===== src/rtl/mult_share_arb.sv =====
// Round-robin arbiter time-sharing one 2-stage signed fixed-point multiplier among N_REQ
// requesters; each rounded product returns tagged with the index of the requester that issued it.
module mult_share_arb #(
    parameter int unsigned N_REQ = 4,
    parameter int unsigned WIDTH = 24,
    parameter int unsigned FRAC  = 16,
    parameter int unsigned ID_W  = 2
) (
    input  logic                   clk,
    input  logic                   rst_n,
    input  logic [N_REQ-1:0]       i_req,
    input  logic [N_REQ*WIDTH-1:0] i_a,
    input  logic [N_REQ*WIDTH-1:0] i_b,
    input  logic                   i_clr,
    output logic [N_REQ-1:0]       o_gnt,
    output logic                   o_valid,
    output logic [ID_W-1:0]        o_id,
    output logic [WIDTH-1:0]       o_res,
    output logic                   o_busy
);

    logic [ID_W-1:0]    ptr_q, ptr_d;
    logic               v1_q, v1_d;
    logic [WIDTH-1:0]   a_q, a_d, b_q, b_d;
    logic [ID_W-1:0]    id1_q, id1_d;
    logic               valid_q, valid_d;
    logic [ID_W-1:0]    id_q, id_d;
    logic [WIDTH-1:0]   res_q, res_d;

    logic [N_REQ-1:0]   gnt;
    logic [ID_W-1:0]    gnt_id;
    logic               gnt_any;
    logic [WIDTH-1:0]   a_sel, b_sel;
    logic [2*WIDTH-1:0] a_ext, b_ext, prod;

    // Two passes emulate the circular scan p..N_REQ-1, then 0..p-1.
    always_comb begin
        gnt     = '0;
        gnt_id  = '0;
        gnt_any = 1'b0;
        for (int unsigned j = 0; j < N_REQ; j++) begin
            if (!gnt_any && i_req[j] && (j >= 32'(ptr_q))) begin
                gnt_any = 1'b1;
                gnt[j]  = 1'b1;
                gnt_id  = ID_W'(j);
            end
        end
        for (int unsigned j = 0; j < N_REQ; j++) begin
            if (!gnt_any && i_req[j] && (j < 32'(ptr_q))) begin
                gnt_any = 1'b1;
                gnt[j]  = 1'b1;
                gnt_id  = ID_W'(j);
            end
        end
        if (!rst_n || i_clr) begin
            gnt     = '0;
            gnt_any = 1'b0;
        end
    end

    always_comb begin
        a_sel = '0;
        b_sel = '0;
        for (int unsigned j = 0; j < N_REQ; j++) begin
            if (gnt[j]) begin
                a_sel = i_a[j*WIDTH +: WIDTH];
                b_sel = i_b[j*WIDTH +: WIDTH];
            end
        end
    end

    always_comb begin
        ptr_d = ptr_q;
        if (i_clr) begin
            ptr_d = '0;
        end else if (gnt_any) begin
            ptr_d = (gnt_id == ID_W'(N_REQ - 1)) ? '0 : gnt_id + ID_W'(1);
        end

        v1_d  = gnt_any;
        a_d   = gnt_any ? a_sel : a_q;
        b_d   = gnt_any ? b_sel : b_q;
        id1_d = gnt_any ? gnt_id : id1_q;
    end

    // Low 2*WIDTH bits of the product of sign-extended operands equal the signed product.
    always_comb begin
        a_ext   = {{WIDTH{a_q[WIDTH-1]}}, a_q};
        b_ext   = {{WIDTH{b_q[WIDTH-1]}}, b_q};
        prod    = a_ext * b_ext;
        valid_d = v1_q && !i_clr;
        id_d    = v1_q ? id1_q : id_q;
        res_d   = v1_q ? prod[FRAC+WIDTH-1:FRAC] + {{(WIDTH-1){1'b0}}, prod[FRAC-1]} : res_q;
    end

    always_ff @(posedge clk or negedge rst_n) begin
        if (!rst_n) begin
            ptr_q   <= '0;
            v1_q    <= 1'b0;
            a_q     <= '0;
            b_q     <= '0;
            id1_q   <= '0;
            valid_q <= 1'b0;
            id_q    <= '0;
            res_q   <= '0;
        end else begin
            ptr_q   <= ptr_d;
            v1_q    <= v1_d;
            a_q     <= a_d;
            b_q     <= b_d;
            id1_q   <= id1_d;
            valid_q <= valid_d;
            id_q    <= id_d;
            res_q   <= res_d;
        end
    end

    assign o_gnt   = gnt;
    assign o_valid = valid_q;
    assign o_id    = id_q;
    assign o_res   = res_q;
    assign o_busy  = v1_q | valid_q;

endmodule


===== config.mk =====
export PLATFORM = sky130hd
export DESIGN_NAME = mult_share_arb
export DESIGN_NICKNAME = d
export VERILOG_FILES = /design/src/rtl/mult_share_arb.sv
export SDC_FILE = /design/constraint.sdc
export NUM_CORES = 2
export LEC_CHECK = 0
export BUFFER_PORTS_ARGS = -buffer_cell sky130_fd_sc_hd__buf_2
export CAP_MARGIN = 20
export CORE_ASPECT_RATIO = 1.25
export CORE_MARGIN = 3
export CORE_UTILIZATION = 30
export CTS_CLUSTER_DIAMETER = 60
export DETAILED_ROUTE_END_ITERATION = 10
export GPL_TIMING_DRIVEN = 0
export PLACE_DENSITY = 0.5
export SKIP_CTS_REPAIR_TIMING = 1
export SLEW_MARGIN = 0
export SYNTH_ARGS = -nofsm -noshare
export SYNTH_HDL_FRONTEND = slang
export SYNTH_SLANG_ARGS = --single-unit

===== constraint.sdc =====
create_clock -name clk -period 8.23 [get_ports clk]
set_input_delay 0.823 -clock clk [delete_from_list [all_inputs] [get_ports clk]]
set_output_delay 0.823 -clock clk [all_outputs]
set_load 0.1 [all_outputs]

==> flow_summary.toml <==
[status]
outcome = "completed"

[final_layout]
area_growth_pct = 15.1
drive_above_1_share = 0.170
fin_nets = 3657
fillerInstances = 7972

[global_route]
grt_pass1_vias = 20300
grt_usage = 0.226
grt_max_degree = 57
grt_antenna_before_repair = 5
grt_pass1_wl_mm = 132
overflow = 0

[critical_path]
cp_slowest_stage_delay_ps = 570
reg2reg_depth = 25
cp-end-kind = "register"
critPathMaxFanout = 10
reg2reg_to = "o_res[23]"
worstPathArrival_ps = 8270
setup.worst_path.start_class = "register"
crit_required_ps = 8480
cp_common_cell = "fa_1"
reg2reg_setup_slack_ps = 210
criticalPathCategory = "reg -> reg"
rr_startpoint = "a_q[13]"
cp_slowest_cell = "dfrtp_2"

[synth]
synth_top_family_by_area = "adder cells"
yosysMostFrequentCell = "inv_1"
yosysSeqAreaShare = 0.0869
synth_flop_cell = "dfrtp_1"
yosys_warnings = 0
yosys-top-cells-area = "fa_1 45%, dfrtp_1 8.7%, inv_1 8.6%"
synth_fp_nets = 3396
yosysTopAreaCellShare = 0.447
synth_fa_ha_area_frac = 0.514
syn-mean-instance-area_um2 = 9.00
synth_edf_count = 0
synthMuxAreaShare = 0.00527
synthTopCellsByCount = "525 x inv_1, 515 x fa_1, 372 x nand2_1, 255 x and2_1, 134 x clkbuf_1"
synth-xor-area-share = 0.0228
ys_ff_latch = 80
yosysTopAreaCell = "fa_1"
netlist_instances = 2559
async_reset_ff_frac = 1.00
netlist_area_mm2 = 0.0230
synth_compound_area_frac = 0.0826
synth.distinct_cells = 77
synth-simple-area-share = 0.176

[cts]
clock-root-buffer = "clkbuf_16"
h-tree-depth = 3
cts_tree = "yes"
clock_latency_ps = 370
cts.sinks = 80
path_clk_slew_ps = 70
numCtsBuffers = 9
cts_buffer_depth = 2

[min_path]
hp-class = "in -> async"

[floorplan]
start_util = 0.303
rows = 113
fp.dieW_um = 254
io_pins = 231
coreArea_mm2 = 0.0761
die_h_um = 316
fp.dieArea_mm2 = 0.0802

[placed_design]
port_buffers = 230
place_congestion = 0.954
hpwl_mm = 75.0

[drt]
vias = 18900
vias_per_cell = 4.97
first_iter_violations = 1417
routed_wl_mm = 88.1
antenna_left = 0
drc = 0
wl_per_cell_um = 23.2
dr.pass1.iters = 6

[timing]
hold_viol_final = 0
tightest_slew_ps = 921
fin_crit_sh = 0.974
finalCriticalPeriod_ps = 8020
clock.fmax_ghz = 0.125
setup_viol = 0
skew_ps = 14.9
slew_violations = 0
max_slew_margin = 0.386
worst_hold_slack_ps = 364

[flow_run]
drv_cap = 0
routing by layer:
metal / routed length [um] / track usage
met1: 34600 / 0.280
met2: 44500 / 0.401
met3: 4580 / 0.0238
met5: 7 / 0
met4: 4470 / 0.0914
final cells by class:
type / instances / area [um2] / area share
clock buffer: 9 / 225 / 0.00849
tap: 977 / 1220 / 0.0461
sequential: 80 / 2050 / 0.0773
clock inverter: 7 / 77.6 / 0.00292
timing repair buffer: 259 / 1400 / 0.0529
buffer: 138 / 838 / 0.0316
multi-input combinational: 1806 / 18700 / 0.706
inverter: 526 / 1980 / 0.0746
antenna: 2 / 5.00 / 0.000189
sequential cells by signal, indices dropped and copies added, names as in the netlist:
register	count
o_res	24
v1_q	1
ptr_q	2
o_valid	1
b_q	24
a_q	24
o_id	2
id1_q	2
cells by family after synthesis:
group,count (synthesis)
AO/OA/AOI/OAI,268
XOR/XNOR,59
flip-flops,80
AND/OR/NAND/NOR,830
adder cells (fa/ha/maj),638
multiplexers,11
buffers and inverters,673
through the flow:
stage / cells / util / setup TNS [ps] / setup slack [ps] / area (um2)
4_1_cts: 3783 / 0.339 / -18070 / -1570 / 25700
3_3_place_gp: 3766 / 0.334 / -16600 / -1440 / 25400
2_1_floorplan: 2559 / - / 0 / 740 / 23000
5_1_grt: 3803 / 0.349 / -38.3 / -38.3 / 26500
6_report: 3804 / 0.349 / 0 / 211 / 26500
3_5_place_dp: 3767 / 0.335 / -16560 / -1480 / 25400
layout by cell type (no fill, tap or decap), types with 45 or more instances in the layout:
master and n:
and2_1 255, dfrtp_1 45, inv_1 524, ha_1 117
nor2_1 93, fa_1 513, a21oi_1 58, nand2_1 372
buf_2 236
critical path: cells and delay by family (launching register included):
| kind | cells | cell delay [ps] |
|---|---|---|
| and+or+nand+nor | 6 | 1300 |
| AOI/OAI and AO/OA | 5 | 1410 |
| adders and majority gates | 8 | 3810 |
| DFF | 1 | 570 |
| buffers and inverters | 6 | 780 |
worst max path at each step:
stage | cells past startpoint | slack (ps) | endpoint | from
6_report | 25 | 210 | o_res[23] | a_q[13]
5_1_grt | 24 | -40 | o_res[23] | a_q[23]
4_1_cts | 24 | -1570 | o_res[18] | a_q[22]
3_5_place_dp | 24 | -1480 | o_res[18] | a_q[22]
3_3_place_gp | 24 | -1440 | o_res[18] | a_q[22]
2_1_floorplan | 26 | 740 | o_res[23] | a_q[23]
Power is left out: the tool's default activity adds up to more than one toggle a clock period on the data nets, which glitch-free logic cannot reach.
